$ cat src/rtl/lcd_bus_rx.sv
// Receive-side snoop of an HD44780-style LCD bus: decodes en strobes into a shadow DDRAM
// plus display/entry state. Optional frame counter output when LCD_BUS_RX_FRAME_CNT_EN is defined.
module lcd_bus_rx #(
  parameter int unsigned SYNC_STAGES = 2,
  parameter bit          RW_CHECK    = 1'b0,
  parameter logic [7:0]  FILL_CHAR   = 8'h20
) (
  input  logic       clk,
  input  logic       rst,
  input  logic       lcd_en,
  input  logic       lcd_rs,
  input  logic       lcd_wr,
  input  logic [7:0] lcd_data,
  input  logic [6:0] rd_addr,
  output logic [7:0] rd_data,
  output logic [6:0] cur_addr,
  output logic       disp_on,
  output logic       cursor_on,
  output logic       blink_on,
  output logic       busy,
  output logic       cmd_valid,
  output logic       cmd_rs,
  output logic [7:0] cmd_byte,
`ifdef LCD_BUS_RX_FRAME_CNT_EN
  output logic [7:0] frame_cnt,
`endif
  output logic       ovf
);

  typedef enum logic {S_IDLE, S_CLEAR} state_t;

  typedef struct packed {
    logic       en;
    logic       rs;
    logic       wr;
    logic [7:0] data;
  } bus_t;

  typedef struct packed {
    logic       rs;
    logic [7:0] dat;
  } strobe_t;

  bus_t    sync_q [SYNC_STAGES];
  bus_t    edge_q;
  logic    strobe, accept;
  strobe_t cap;

  // NOTE: sequential state uses non-blocking assignments so every flop samples pre-edge values.
  always_ff @(posedge clk or posedge rst) begin
    if (rst) begin
      for (int i = 0; i < SYNC_STAGES; i++) sync_q[i] <= '0;
      edge_q <= '0;
    end else begin
      sync_q[0] <= {lcd_en, lcd_rs, lcd_wr, lcd_data};
      for (int i = 1; i < SYNC_STAGES; i++) sync_q[i] <= sync_q[i-1];
      edge_q <= sync_q[SYNC_STAGES-1];
    end
  end

  // rs/data/wr come from the last cycle in which synced en was still high.
  assign strobe = edge_q.en & ~sync_q[SYNC_STAGES-1].en;
  assign accept = strobe & (~RW_CHECK | ~edge_q.wr);
  assign cap    = '{rs: edge_q.rs, dat: edge_q.data};

  state_t     state_q, state_n;
  logic [6:0] fill_q, fill_n;
  logic [6:0] cur_n;
  logic       disp_n, cursor_n, blink_n;
  logic       inc_q, inc_n;
  logic       pend_valid_q, pend_valid_n;
  strobe_t    pend_q, pend_n;
  logic       ovf_n;
  logic       cmd_valid_n, cmd_rs_n;
  logic [7:0] cmd_byte_n;
  logic       mem_we;
  logic [6:0] mem_waddr;
  logic [7:0] mem_wdata;
  logic       exec_en;
  strobe_t    exec;
`ifdef LCD_BUS_RX_FRAME_CNT_EN
  logic       frame_inc;
`endif

  assign busy = (state_q == S_CLEAR);

  // NOTE: every always_comb output gets a default first so no path infers a latch.
  always_comb begin
    state_n      = state_q;
    fill_n       = fill_q;
    cur_n        = cur_addr;
    disp_n       = disp_on;
    cursor_n     = cursor_on;
    blink_n      = blink_on;
    inc_n        = inc_q;
    pend_valid_n = pend_valid_q;
    pend_n       = pend_q;
    ovf_n        = ovf;
    cmd_valid_n  = 1'b0;
    cmd_rs_n     = cmd_rs;
    cmd_byte_n   = cmd_byte;
    mem_we       = 1'b0;
    mem_waddr    = cur_addr;
    mem_wdata    = cap.dat;
    exec_en      = 1'b0;
    exec         = cap;
`ifdef LCD_BUS_RX_FRAME_CNT_EN
    frame_inc    = 1'b0;
`endif

    if (state_q == S_CLEAR) begin
      mem_we    = 1'b1;
      mem_waddr = fill_q;
      mem_wdata = FILL_CHAR;
      fill_n    = fill_q + 7'd1;
      if (fill_q == 7'h7F) begin
        state_n = S_IDLE;
        cur_n   = '0;
        inc_n   = 1'b1;
      end
      if (accept) begin
        if (pend_valid_q) begin
          ovf_n = 1'b1;
        end else begin
          pend_valid_n = 1'b1;
          pend_n       = cap;
        end
      end
    end else begin
      // A parked strobe runs first; a strobe arriving in that same cycle takes its slot.
      exec_en = pend_valid_q | accept;
      exec    = pend_valid_q ? pend_q : cap;
      if (pend_valid_q) begin
        pend_valid_n = accept;
        if (accept) pend_n = cap;
      end
      if (exec_en) begin
        cmd_valid_n = 1'b1;
        cmd_rs_n    = exec.rs;
        cmd_byte_n  = exec.dat;
        if (exec.rs) begin
          mem_we    = 1'b1;
          mem_waddr = cur_addr;
          mem_wdata = exec.dat;
          cur_n     = inc_q ? cur_addr + 7'd1 : cur_addr - 7'd1;
        end else begin
          unique casez (exec.dat)
            8'b1???????: cur_n = exec.dat[6:0];
            8'b01??????,
            8'b001?????: ;
            8'b0001????: if (!exec.dat[3]) cur_n = exec.dat[2] ? cur_addr + 7'd1 : cur_addr - 7'd1;
            8'b00001???: begin
              disp_n   = exec.dat[2];
              cursor_n = exec.dat[1];
              blink_n  = exec.dat[0];
            end
            8'b000001??: inc_n = exec.dat[1];
            8'b0000001?: cur_n = '0;
            8'b00000001: begin
              state_n = S_CLEAR;
              fill_n  = '0;
`ifdef LCD_BUS_RX_FRAME_CNT_EN
              frame_inc = 1'b1;
`endif
            end
            default: ;
          endcase
        end
      end
    end
  end

  always_ff @(posedge clk or posedge rst) begin
    if (rst) begin
      state_q      <= S_CLEAR;
      fill_q       <= '0;
      cur_addr     <= '0;
      disp_on      <= 1'b0;
      cursor_on    <= 1'b0;
      blink_on     <= 1'b0;
      inc_q        <= 1'b1;
      pend_valid_q <= 1'b0;
      pend_q       <= '0;
      ovf          <= 1'b0;
      cmd_valid    <= 1'b0;
      cmd_rs       <= 1'b0;
      cmd_byte     <= '0;
    end else begin
      state_q      <= state_n;
      fill_q       <= fill_n;
      cur_addr     <= cur_n;
      disp_on      <= disp_n;
      cursor_on    <= cursor_n;
      blink_on     <= blink_n;
      inc_q        <= inc_n;
      pend_valid_q <= pend_valid_n;
      pend_q       <= pend_n;
      ovf          <= ovf_n;
      cmd_valid    <= cmd_valid_n;
      cmd_rs       <= cmd_rs_n;
      cmd_byte     <= cmd_byte_n;
    end
  end

`ifdef LCD_BUS_RX_FRAME_CNT_EN
  always_ff @(posedge clk or posedge rst) begin
    if (rst) frame_cnt <= '0;
    else if (frame_inc) frame_cnt <= frame_cnt + 8'd1;
  end
`endif

  logic [7:0] mem [128];

  // NOTE: the DDRAM array has no reset so it maps to RAM; the CLEAR fill after reset initialises it.
  always_ff @(posedge clk) begin
    if (mem_we) mem[mem_waddr] <= mem_wdata;
  end

  always_ff @(posedge clk or posedge rst) begin
    if (rst) rd_data <= '0;
    else     rd_data <= mem[rd_addr];
  end

endmodule

$ cat config.mk
export PLATFORM = sky130hd
export DESIGN_NAME = lcd_bus_rx
export DESIGN_NICKNAME = d
export VERILOG_FILES = /design/src/rtl/lcd_bus_rx.sv
export SDC_FILE = /design/constraint.sdc
export NUM_CORES = 1
export LEC_CHECK = 0
export ABC_CLOCK_PERIOD_IN_PS = 6200
export BUFFER_PORTS_ARGS = -buffer_cell sky130_fd_sc_hd__buf_2
export CORE_MARGIN = 4
export CORE_UTILIZATION = 63
export DETAILED_ROUTE_END_ITERATION = 12
export GPL_TIMING_DRIVEN = 0
export PLACE_DENSITY_LB_ADDON = 0.08
export SLEW_MARGIN = 25
export SYNTH_ARGS = -nofsm -noshare
export SYNTH_HDL_FRONTEND = slang
export SYNTH_SLANG_ARGS = --single-unit
$ cat constraint.sdc
create_clock -name clk -period 6.2 [get_ports clk]
set_input_delay 1.86 -clock clk [delete_from_list [all_inputs] [get_ports clk]]
set_output_delay 1.86 -clock clk [all_outputs]
set_load 0.01 [all_outputs]
# Word level (Yosys, flattened, before mapping)
# Memories as Yosys holds them, arrays and structs flattened. A register that Yosys moved wholly into a read port is not among the register bits.
# Cells that the tools add are included.
word_totals:
  ramBits: 1024
  regBits: 70
  memories: 1
  elab_cells: 96
  output_inout_bits: 30
  input_bits: 20
op_classes:
  reduce_logical: 12
  add_sub_neg: 3
  bitwise_logic: 5
  eq_ne: 11
  mux: 41
mem_list:
  columns: ["name", "depth", "width", "rd", "rd_clocked_by_memory_dff", "write_ports", "line_no", "rtl"]
  rows:
  - ["mem", 128, 8, 1, 1, 1, "212", "logic [7:0] mem [128];"]
op_table:
  columns: ["cell", "count"]
  rows:
  - ["$mux W7", 12]
  - ["$mux W9", 5]
  - ["$mux W8", 3]
  - ["$pmux W7 S3", 1]
  - ["$mux W1", 20]
  - ["$add A7 B1 Y7 const B", 2]
  - ["$reduce_and A4 Y1", 3]
  - ["$reduce_and A3 Y1", 3]
  - ["$eq A8 B1 Y1 const B", 1]
  - ["$reduce_bool A2 Y1", 4]
  - ["$eq A7 B1 Y1 const B", 1]
  - ["$eq A7 B7 Y1 const B", 1]
  - ["$sub A7 B1 Y7 const B", 1]
  - ["$eq A6 B1 Y1 const B", 1]
  - ["$ne A2 B2 Y1 const B", 3]
  - ["$eq A5 B1 Y1 const B", 1]
  - ["$reduce_bool A5 Y1", 1]
  - ["$eq A4 B1 Y1 const B", 1]
  - ["$ne A4 B4 Y1 const B", 1]
  - ["$not A1 Y1", 3]
  - ["$ne A2 B1 Y1 const B", 1]
  - ["$reduce_and A2 Y1", 1]
  - ["$and A1 B1 Y1", 1]
  - ["$or A1 B1 Y1", 1]

# Logic depth before layout (Yosys ltp)
depth:
  word_depth: 7
  mapped_depth: 11
  depth_no_buf: 8

# Worst setup path before layout
# OpenSTA, ideal clock, no wires.
synth_path:
  kind: "reg-to-reg"
  from: "reg state_q (netlist: busy)"
  to: "mem mem[0][0], data pin"
  setup_slack_ns: 0.647
  period_less_slack_ns: 5.553
  stages_incl_launch_ff: 6
  setup_time_ns: 0.890
  required_ns: 5.310
  arrival_ns: 4.663
  n_path_buf: 4
  cell_sequence: "dfstp_2 > clkbuf_1 > clkbuf_1 > buf_1 > clkbuf_1 > a21oi_1"
synth_between:
  elab_chain_len: 1
synth_rtl:
  columns: ["item", "line_no", "rtl"]
  rows:
  - ["start, declared", "66", "state_t state_q, state_n;"]
  - ["start signal, assigned", "189", "state_q <= state_n;"]
  - ["$mux W8", "111", "if (state_q == S_CLEAR) begin"]
  - ["via mem_wdata[0]", "78", "logic [7:0] mem_wdata;"]
  - ["end, declared", "212", null]
# The timed path passes the listed nets, and every way through them passes these cells.

==> reports/qor.yml <==
status: "finished clean"
min_path_type: "flop to flop"
worstPathMaxFanout: 10
synth_seq_cells: 1102
drive_gt1_frac: 0.225
tightest_slew_ns: 1.19
yosys-top-cells-area: "edfxtp_1 (71%), mux4_2 (8.2%), dfrtp_1 (4.4%)"
synth_ff_type: "edfxtp_1"
fin_nets: 2572
grt_max_degree: 53
cts.sinks: 1102
worst-r2r-setup-slack_ns: 1.79
start_kind: "primary input"
clock_path_buffers: 3
antenna_found_initial: 3
report.final.slew_viol_count: 0
yosysTopAreaCell: "edfxtp_1"
drt_first_pass_iters: 6
ios: 50
gp_congestion: 0.902
die-area_um2: 72700
end_kind: "flop"
grt_pass1_wl_um: 159000
arrival_ns: 5.59
io_buffers: 47
ys_seq_area_frac: 0.758
hpwlAfterDp_um: 75300
die_y_um: 270
synth.avg_cell_area_um2: 18.4
relSlewSlack: 0.200
clkTransAtPathRegs_ns: 0.06
cts_buffers: 105
worstSkewPairLatency_ns: 0.66
yosys_warnings: 0
cts_resized: 0
chipWidth_um: 270
fill_cells: 4083
critPathSlowestCell: "nor4_1"
synthCells: 2349
p_seq_frac: 0.531
hold_violations: 0
synthArstFlopShare: 0.0708
layout_common_cells: "edfxtp_1 (1024), nor2_1 (200), mux4_2 (158)"
maxCapViolations: 0
grtUsageTotal: 0.302
initial_core_util: 0.639
core-area_um2: 67500
gr-usage-met1: 0.432
htreeDepth: 3
drt_iter0_drc: 3164
skew_ns: 0.0200
swShare: 0.223
cts_root_buf: "clkbuf_16"
power_density_nw_per_um2: 317
hold_buffers: 0
setup_tns_ns: 0
p_sw_uw: 3460
path_class: "primary input to flop"
p_leak_uw: 0.0159
crit_start: "rd_addr[2]"
grt_pass1_vias: 23500
gr-usage-met2: 0.466
combPwrFrac: 0.070
final_common_cell: "edfxtp_1"
met3_usage: 0.0733
setup_viol: 0
grt_busiest_layer: "met2"
synth_edf_count: 1024
place_ws_ns: 0.594
avgViaCountPerCell: 6.76
grt_remaining_overflow: 0
rows: 95
crit-reg2reg-launch: "busy"
ant_nets: 0
synth_cell_type_count: 64
wl_per_cell_um: 31.1
routed_wl_um: 109000
p_total_uw: 15500
layout_setup_ws_ns: 1.10
rsz0062_at_grt: "no"
yosys.area.top_type_share: 0.713
syn_area_um2: 43100
internal_power_uw: 12100
syn_to_final_growth_pct: 13.6
period_share: 0.823
r2r_cells: 7
synth_nets: 2372
crit_chain: "buf_2 -> buf_4 -> buf_2 -> buf_2 -> buf_2 -> a211oi_1 -> nor4_1 -> nand3_1 -> o311ai_1"
timing.rr.end: "mem[127][0]"
cp.required_ns: 6.69
cts_tree: "done"
finalCriticalPeriod_ns: 5.10
worstSetupEndpoint: "rd_data[7]"
worst_path_most_repeated_cell: "buf_2"
fmax_ghz: 0.196
drc: 0
clkPwrFrac: 0.399
post_cts_buffers: 0
max_stage_delay_ns: 0.97
vias: 23800
max-vdd-ir-drop_v: 0.000279
==> cell families after synthesis <==
logic type,share of synthesized area
DFF,0.758
and+or+nand+nor,0.0507
adders and majority gates,0.00110
muxes,0.128
AOI/OAI and AO/OA,0.0426
buffers and inverters,0.0170
xor gates and xnor gates,0.00244
==> per-stage QoR <==
| stage | instance area [µm²] | cells | hold slack [ns] | util |
|---|---|---|---|---|
| 3_3_place_gp | 44500 | 3269 | 0.332 | 0.659 |
| 6_report | 49000 | 3513 | 0.341 | 0.726 |
| 3_5_place_dp | 45600 | 3315 | 0.335 | 0.676 |
| 2_1_floorplan | 43100 | 2349 | 0.331 | - |
| 5_1_grt | 49000 | 3512 | 0.348 | 0.726 |
| 4_1_cts | 49000 | 3512 | 0.345 | 0.725 |
==> worst min-delay path by stage <==
stage                     startpoint   endpoint  slack (ns)  cells after the start
after floorplan            sync_q[0]     cap[0]        0.33                      0
after global placement     sync_q[7]     cap[7]        0.33                      0
after detailed placement   sync_q[5]     cap[5]        0.33                      0
after CTS                 sync_q[16]  sync_q[5]        0.34                      0
after global routing      sync_q[16]  sync_q[5]        0.35                      0
final                     sync_q[16]  sync_q[5]        0.34                      0
==> layer usage <==
| layer | wire length [µm] | up-vias |
|---|---|---|
| li1 | - | 9861 |
| met1 | 41800 | 12200 |
| met2 | 50800 | 1437 |
| met3 | 12000 | 258 |
| met4 | 4600 | 2 |
| met5 | 16 | - |
==> power groups by stage <==
stage                     combinational [µW]  sequential (µW)  clock, µW
after CTS                               1060             8250       6240
after floorplan                          585             8420          0
after detailed placement                1060             8400          0
after global placement                   966             8450          0
final                                   1080             8250       6210
after global routing                    1140             8250       6600
==> critical path: cells and delay by family <==
family	cells	cell delay [ns]
compound gates	2	0.78
buf+inv	5	1.75
simple gates	2	1.15
==> state kept, by name, summed over array words and instances (netlist names) <==
register      count
blink_on          1
ovf               1
fill_q            7
mem            1024
pend_q            9
rd_data           8
cur_addr          7
cap               9
inc_q             1
cursor_on         1
cmd_rs            1
pend_valid_q      1
cmd_valid         1
cmd_byte          8
busy              1
disp_on           1
edge_q            1
sync_q           20
==> cells in the mapped netlist, types with 11 or more instances <==
cell type / number
edfxtp_1: 1024
nor2_1: 200
mux4_2: 158
o22ai_1: 97
mux2_2: 91
nand2_1: 90
mux2i_1: 89
dfrtp_1: 76
clkbuf_1: 52
o21ai_0: 47
a22oi_1: 40
nand3_1: 38
nor2b_1: 38
buf_2: 35
a211oi_1: 34
nor3_1: 33
buf_4: 31
a21oi_1: 21
or3_1: 19
inv_1: 11
or4_1: 11
==> area by class of cell <==
class | instances | area, µm² | share of cell area
Inverter | 11 | 43.8 | 0.000894
Clock inverter | 72 | 611 | 0.0125
Sequential cell | 1102 | 32700 | 0.667
Multi-Input combinational cell | 1106 | 9810 | 0.200
Clock buffer | 125 | 2720 | 0.0556
Tap cell | 873 | 1090 | 0.0223
Timing Repair Buffer | 93 | 1310 | 0.0267
Antenna cell | 1 | 2.50 | 0.0000511
Buffer | 130 | 702 | 0.0143
Note: power is estimated with default switching activity, not from simulation.
